[src/rtl/bcd_time_display_mux.sv]
// bcd_time_display_mux
//   Drives a 6-digit multiplexed seven-segment display from the BCD outputs
//   of the 12-hour clock. All six digits are copied into shadow registers once
//   per frame, so one frame never shows a mix of old and new digits. Each digit
//   gets one slot of REFRESH_DIV cycles. The first BLANK_CYCLES cycles of every
//   slot keep all anodes off to suppress ghosting. A leading zero in the hour
//   tens is not shown. The decimal points on digits 2 and 4 blink as a separator.
//
// Parameters
//   REFRESH_DIV   clk cycles per digit slot (>= 2)
//   BLANK_CYCLES  anode-off cycles at the start of each slot (1 .. REFRESH_DIV-1)
//   ACTIVE_LOW    1 inverts seg, dp and an at the pins (common-anode boards)
//
// Ports
//   clk          system clock
//   reset        asynchronous, active-high reset
//   en           scan enable; low holds the scan position and blanks the display
//   sec_units .. hour_tens   BCD digits from the clock (hour_tens is 0/1)
//   seg          segments {g,f,e,d,c,b,a}, logical 1 = lit
//   dp           decimal point, logical 1 = lit
//   an           one-hot digit enable, bit0 = sec_units .. bit5 = hour_tens
//   frame_start  one-cycle pulse in the cycle after a snapshot is taken
module bcd_time_display_mux #(
  parameter int REFRESH_DIV  = 1000,
  parameter int BLANK_CYCLES = 16,
  parameter bit ACTIVE_LOW   = 1'b0
) (
  input  logic       clk,
  input  logic       reset,
  input  logic       en,
  input  logic [3:0] sec_units,
  input  logic [3:0] sec_tens,
  input  logic [3:0] min_units,
  input  logic [3:0] min_tens,
  input  logic [3:0] hour_units,
  input  logic [1:0] hour_tens,
  output logic [6:0] seg,
  output logic       dp,
  output logic [5:0] an,
  output logic       frame_start
);

  localparam int PW = (REFRESH_DIV > 2) ? $clog2(REFRESH_DIV) : 1;
  localparam logic [PW-1:0] LAST_COUNT = PW'(REFRESH_DIV - 1);
  localparam logic [PW-1:0] BLANK_END  = PW'(BLANK_CYCLES);

  logic [PW-1:0] prescaler;
  logic [2:0]    idx;
  logic [3:0]    shadow [6];
  logic          snapshot;

  logic [3:0]    cur_digit;
  logic [6:0]    seg_next;
  logic          dp_next;
  logic [5:0]    an_next;

  logic [6:0]    seg_q;
  logic          dp_q;
  logic [5:0]    an_q;

  // A frame begins at the first cycle of slot 0. Only then are the inputs
  // sampled.
  assign snapshot = en && (prescaler == '0) && (idx == 3'd0);

  // Slot timing. When en is low, both counters hold so that the scan resumes
  // exactly where it stopped.
  always_ff @(posedge clk or posedge reset) begin
    if (reset) begin
      prescaler <= '0;
      idx       <= 3'd0;
    end else if (en) begin
      if (prescaler == LAST_COUNT) begin
        prescaler <= '0;
        idx       <= (idx == 3'd5) ? 3'd0 : idx + 3'd1;
      end else begin
        prescaler <= prescaler + 1'b1;
      end
    end
  end

  // Shadow copy of the digits, plus the frame_start pulse that marks it.
  always_ff @(posedge clk or posedge reset) begin
    if (reset) begin
      for (int i = 0; i < 6; i++) shadow[i] <= 4'd0;
      frame_start <= 1'b0;
    end else begin
      frame_start <= snapshot;
      if (snapshot) begin
        shadow[0] <= sec_units;
        shadow[1] <= sec_tens;
        shadow[2] <= min_units;
        shadow[3] <= min_tens;
        shadow[4] <= hour_units;
        shadow[5] <= {2'b00, hour_tens};
      end
    end
  end

  // Select the shadow digit for the current slot.
  always_comb begin
    cur_digit = 4'd0;
    case (idx)
      3'd0:    cur_digit = shadow[0];
      3'd1:    cur_digit = shadow[1];
      3'd2:    cur_digit = shadow[2];
      3'd3:    cur_digit = shadow[3];
      3'd4:    cur_digit = shadow[4];
      3'd5:    cur_digit = shadow[5];
      default: cur_digit = 4'd0;
    endcase
  end

  // Seven-segment decode. Any non-BCD value shows a dash, so a bad
  // upstream digit is visible on the display.
  always_comb begin
    seg_next = 7'b1000000;
    case (cur_digit)
      4'd0:    seg_next = 7'b0111111;
      4'd1:    seg_next = 7'b0000110;
      4'd2:    seg_next = 7'b1011011;
      4'd3:    seg_next = 7'b1001111;
      4'd4:    seg_next = 7'b1100110;
      4'd5:    seg_next = 7'b1101101;
      4'd6:    seg_next = 7'b1111101;
      4'd7:    seg_next = 7'b0000111;
      4'd8:    seg_next = 7'b1111111;
      4'd9:    seg_next = 7'b1101111;
      default: seg_next = 7'b1000000;
    endcase
  end

  // Anodes stay off in these cases: the scan is disabled, the slot is in its
  // blanking gap, or the slot is a suppressed zero in the hour tens. The
  // separator blinks on the even seconds.
  always_comb begin
    an_next = 6'b000000;
    if (en && (prescaler >= BLANK_END) && (idx <= 3'd5) &&
        !((idx == 3'd5) && (shadow[5] == 4'd0)))
      an_next = 6'b000001 << idx;
    dp_next = en && ((idx == 3'd2) || (idx == 3'd4)) && !shadow[0][0];
  end

  always_ff @(posedge clk or posedge reset) begin
    if (reset) begin
      seg_q <= 7'd0;
      dp_q  <= 1'b0;
      an_q  <= 6'd0;
    end else begin
      seg_q <= seg_next;
      dp_q  <= dp_next;
      an_q  <= an_next;
    end
  end

  // Pin polarity is applied after the register. It never affects frame_start.
  assign seg = seg_q ^ {7{ACTIVE_LOW}};
  assign dp  = dp_q ^ ACTIVE_LOW;
  assign an  = an_q ^ {6{ACTIVE_LOW}};

endmodule

[config.mk]
export PLATFORM = sky130hd
export DESIGN_NAME = bcd_time_display_mux
export DESIGN_NICKNAME = d
export VERILOG_FILES = /design/src/rtl/bcd_time_display_mux.sv
export SDC_FILE = /design/constraint.sdc
export NUM_CORES = 1
export LEC_CHECK = 0
export ABC_AREA = 0
export CELL_PAD_IN_SITES_DETAIL_PLACEMENT = 1
export CELL_PAD_IN_SITES_GLOBAL_PLACEMENT = 1
export CORE_ASPECT_RATIO = 1.2
export CORE_MARGIN = 3
export CORE_UTILIZATION = 46
export DETAILED_ROUTE_END_ITERATION = 10
export HOLD_SLACK_MARGIN = 0.05
export PLACE_DENSITY_LB_ADDON = 0.1
export SLEW_MARGIN = 5
export SYNTH_ARGS = -nofsm -noshare
export SYNTH_HDL_FRONTEND = slang
export SYNTH_SLANG_ARGS = --single-unit
[constraint.sdc]
create_clock -name clk -period 4.1 [get_ports clk]
set_input_delay 0.41 -clock clk [delete_from_list [all_inputs] [get_ports clk]]
set_output_delay 0.41 -clock clk [all_outputs]
set_load 0.005 [all_outputs]
# Word-level counts from Yosys, hierarchy flattened
# Memory sizes are Yosys's and may differ from the RTL's. A register that Yosys moved wholly into a read port is not among the register bits.
# Index checks and enable logic that the tools add are counted.
[classes]
n_addsub = 2
order_cmp = 2
muxes = 4
n_shift = 1
eq_ne = 6
reduce_logical = 15
[op_table]
columns = ["cell", "n"]
rows = [
  ["$pmux 4 s6", 1],
  ["$add 10x1->10 const B", 1],
  ["$eq 10x10->1 const B", 1],
  ["$ge 10x5->1 const B", 1],
  ["$logic_not 10->1", 1],
  ["$mux 10", 1],
  ["$logic_and 1x1->1", 8],
  ["$eq 3x2->1 const B", 2],
  ["$eq 3x3->1 const B", 2],
  ["$mux 6", 1],
  ["$shl 1x3->6 const A", 1],
  ["$logic_not 4->1", 1],
  ["$add 3x1->3 const B", 1],
  ["$eq 3x1->1 const B", 1],
  ["$le 3x3->1 const B", 1],
  ["$logic_not 3->1", 1],
  ["$mux 3", 1],
  ["$logic_not 1->1", 2],
  ["$reduce_and 2->1", 1],
  ["$logic_or 1x1->1", 1],
]
[word_totals]
out_inout_bits = 15
input_bits = 25
ff_bits = 43
memories = 1
mem_bits_ro = 112
[memory_table]
columns = ["name", "depth", "width", "rd", "rd_clocked_by_memory_dff", "wr", "line", "text"]
rows = [
  ["(name not given)", 16, 7, 1, 1, 0, "117", "case (cur_digit)"],
]

# Depth between registers and ports, before layout
[logic_depth]
depth_word = 5
mapped_depth = 12
depth_no_buf = 10

# Worst setup path before layout
# OpenSTA, ideal clock, no wires.
[synth_timing]
path_type = "register to register"
from = "reg idx[1]"
to = "reg seg_q[6], in the netlist seg[6]"
arrival_ns = 2.327
path_stages_with_launch = 12
t_required_ns = 4.017
period_less_slack_ns = 2.410
path_slack_ns = 1.690
path_buffers = 2
cell_sequence = "dfrtp_1 buf_6 clkbuf_1 and2_1 ha_1 a221oi_1 o211a_1 or2_2 inv_1 ha_1 mux2_2 o21ai_0"
[synth_via]
elab_chain_len = 2
elab_cells_between_ends = 7
[synth_lines]
columns = ["element", "line", "text"]
rows = [
  ["start: declaration", "48", "logic [2:0] idx;"],
  ["start signal: assignment", "74", "idx <= (idx == 3'd5) ? 3'd0 : idx + 3'd1;"],
  ["$eq 3x3->1 (tied with other cells)", "102", "case (idx)"],
  ["$pmux 4 s6 (*)", "102", ""],
  ["end: declaration", "57", "logic [6:0] seg_q;"],
]
# Every way passes the cells marked *; elsewhere a longest branch is shown, timed or not.
# A chain may end at the register's enable or synchronous reset.

# Worst setup path after layout
[layout_timing]
from = "reg idx[2]"
to = "reg seg_q[6], in the netlist seg[6]"
# The elaborated chain is that of the path after synthesis.

==> flow_summary.json <==
{
  "pwr-share-seq": 0.578,
  "status": "complete, no violations",
  "slew_headroom": 0.304,
  "initial_utilization": 0.490,
  "clockPowerShare": 0.318,
  "portBuffers": 39,
  "layout.nets": 277,
  "antenna_found_initial": 0,
  "cts_setup_buffers": 0,
  "min_period_over_period": 0.705,
  "ctsResizeCount": 0,
  "first_pass_iters": 5,
  "period_minus_slack_ps": 2890,
  "setup_tns_ps": 0,
  "startpoint_type": "flip-flop",
  "max_stage_delay_ps": 710,
  "seq_area_um2": 1250,
  "drv_slew": 0,
  "drt_wl_total_um": 5640,
  "setup_viol": 0,
  "grt_overflow_total": 0,
  "cts_buffers": 5,
  "max_freq_ghz": 0.346,
  "drive_gt1_frac": 0.168,
  "pre_cts_ws_ps": 1270,
  "setup_slack_ps": 1210,
  "ir_worst_vdd_v": 0.000194,
  "path_class": "flip-flop to flip-flop",
  "core_um2": 5080,
  "path_max_fanout": 17,
  "power.total_uw": 943,
  "clock_path_buffers": 2,
  "worst_pin_slew_ps": 1040,
  "syn_inst": 207,
  "synth.distinct_cells": 44,
  "worstSetupEndpointType": "flip-flop",
  "hp-class": "flip-flop to flip-flop",
  "arrival_ps": 3100,
  "p_int_uw": 705,
  "p_comb_frac": 0.104,
  "wl_per_cell_um": 18.5,
  "detail-route-antenna-nets": 0,
  "track_usage": 0.192,
  "synth_top_area_frac": 0.503,
  "syn_area_um2": 2490,
  "synth_top_area_cell": "dfrtp_1",
  "antenna_cells": 0,
  "synth_seq_cells": 50,
  "fp-row-count": 28,
  "final_core_util": 0.583,
  "worstReg2RegStart": "idx[2]",
  "cp.required_ps": 4320,
  "hold_depth": 1,
  "p_sw_frac": 0.253,
  "yosysWarnings": 0,
  "dieWidth_um": 73.1,
  "hold_end": "shadow[14]",
  "skew_ps": 3.43,
  "syn_nets": 241,
  "p_per_area_nw_per_um2": 318,
  "place.gp.congestion": 0.804,
  "vias": 1710,
  "reg2reg_to": "seg[6]",
  "min_from": "shadow[14]",
  "hpwlAfterDp_um": 4160,
  "rsz0062_at_grt": "false",
  "finalHoldViolations": 0,
  "post-route-drc-count": 0,
  "r2r_slack_ps": 1210,
  "drt-vias-per-instance": 5.63,
  "path_cells": "inv_1, ha_1, a221oi_1, o211a_1, or2_2, inv_1, ha_1, mux2_2, o21ai_0",
  "worst_skew_pair.late_latency_ps": 300,
  "avgSynthCellArea_um2": 12.0,
  "power_switching_uw": 238,
  "fillers": 547,
  "yosysSeqAreaShare": 0.503,
  "io_pins": 40,
  "grt_pass1_vias": 1851,
  "die_y_um": 86.6,
  "die_area_um2": 6330,
  "syn2layout_area_growth_pct": 19.1,
  "cts_max_level": 2,
  "grt_max_degree": 51,
  "clk_pin_slew_worst_paths_ps": 90,
  "slowest_stage": "dfrtp_1",
  "multi_input_area_um2": 1100,
  "grt_pass1_wl_um": 9350,
  "cap_violations": 0,
  "leakagePower_nw": 1.40,
  "clock-root-buffer": "clkbuf_8",
  "tritoncts": "yes",
  "cts_hold_buffers": 0,
  "reg2reg_depth": 9,
  "netlist_top_cells_area": "dfrtp_1 (50%), mux2_4 (11%), ha_1 (4.5%)",
  "drt_iter0_drc": 57,
  "clock-sinks": 50
}
## cell families (layout without fill, tap and decap cells)
family          Yosys count  after routing  synth area share
buf+inv                  22             59            0.0543
compound gates           30             30            0.0850
flops                    50             50             0.503
xor+xnor                  8              8            0.0282
simple gates             59             59             0.127
mux                      29             29             0.158
fa+ha+maj                 9              9            0.0452
## placed cells by master, fill, tap and decap left out, types with 3 or more instances in the layout
cell / instances
dfrtp_1: 50
mux2i_1: 4
nor3_1: 6
mux2_4: 19
clkdlybuf4s50_1: 39
mux2_2: 6
o22ai_1: 5
nand2_1: 12
clkbuf_8: 6
and2_1: 4
xnor2_1: 8
nor2_1: 16
o21ai_0: 9
ha_1: 9
inv_1: 10
nand4_1: 3
## routing by layer
metal	global-route usage	wire, µm	up-vias
li1	-	-	799
met1	0.231	2320	869
met2	0.353	3070	35
met3	0.0371	196	7
met4	0.0352	51	0
met5	0	0	-
## through the flow
step | instances | hold slack (ps) | instance area, µm²
detailed placement | 296 | 502 | 2870
global placement | 296 | 494 | 2870
finish | 304 | 519 | 2960
CTS | 304 | 525 | 2960
floorplan | 207 | 473 | 2490
global route | 304 | 537 | 2960
## area by class of cell
type                    instances  share of cell area
clock buffers                   6              0.0279
clock inverters                 2             0.00422
inverters                      11              0.0139
multi-input cells             135               0.372
flip-flops and latches         50               0.422
well taps                      60              0.0253
repair buffers                 40               0.134
## flip-flops by register name, summed over array words and instances (netlist names)
register / flops
shadow: 22
dp: 1
frame_start: 1
seg: 7
prescaler: 10
idx: 3
an: 6
## Yosys cell counts, drive strengths merged
| library cell | number |
|---|---|
| a21boi | 1 |
| a21o | 1 |
| a21oi | 2 |
| a221oi | 2 |
| a222oi | 2 |
| a22o | 1 |
| a22oi | 1 |
| a311oi | 1 |
| a32oi | 1 |
| and2 | 4 |
| and3 | 2 |
| buf | 8 |
| clkbuf | 3 |
| dfrtp | 50 |
| ha | 9 |
| inv | 11 |
| mux2 | 25 |
| mux2i | 4 |
| nand2 | 12 |
| nand2b | 1 |
| nand3 | 2 |
| nand3b | 1 |
| nand4 | 3 |
| nand4bb | 1 |
| nor2 | 16 |
| nor2b | 2 |
| nor3 | 6 |
| nor3b | 1 |
| nor4 | 3 |
| nor4b | 1 |
| o211a | 2 |
| o21ai | 9 |
| o22ai | 5 |
| o311ai | 1 |
| o32a | 1 |
| or2 | 2 |
| or3b | 1 |
| or4 | 1 |
| xnor2 | 8 |
## worst max-delay path, delay by kind of cell, from the launching register on
| family | cells | cell delay (ps) |
|---|---|---|
| AND/OR/NAND/NOR | 1 | 190 |
| adder cells (fa/ha/maj) | 2 | 540 |
| flip-flops | 1 | 710 |
| AO/OA/AOI/OAI | 3 | 820 |
| multiplexers | 1 | 260 |
| buffers and inverters | 2 | 280 |
## power by group through the flow
stage / Clock (mW) / Combinational (mW) / Sequential, mW
after global placement: 0 / 0.0915 / 0.552
final: 0.300 / 0.0978 / 0.545
after global routing: 0.328 / 0.111 / 0.550
after floorplan: 0 / 0.0600 / 0.546
after detailed placement: 0 / 0.0984 / 0.555
after CTS: 0.308 / 0.0992 / 0.545
## worst max path at each step
stage	start	cells past startpoint	endpoint	slack (ps)
6_report	idx[2]	9	seg[6]	1210
5_1_grt	idx[2]	9	seg[6]	1010
4_1_cts	idx[2]	9	seg[6]	1230
3_5_place_dp	idx[2]	9	seg[6]	1270
3_3_place_gp	idx[2]	9	seg[6]	1540
2_1_floorplan	idx[1]	11	seg[6]	1690
(Power assumes the default switching activity.)
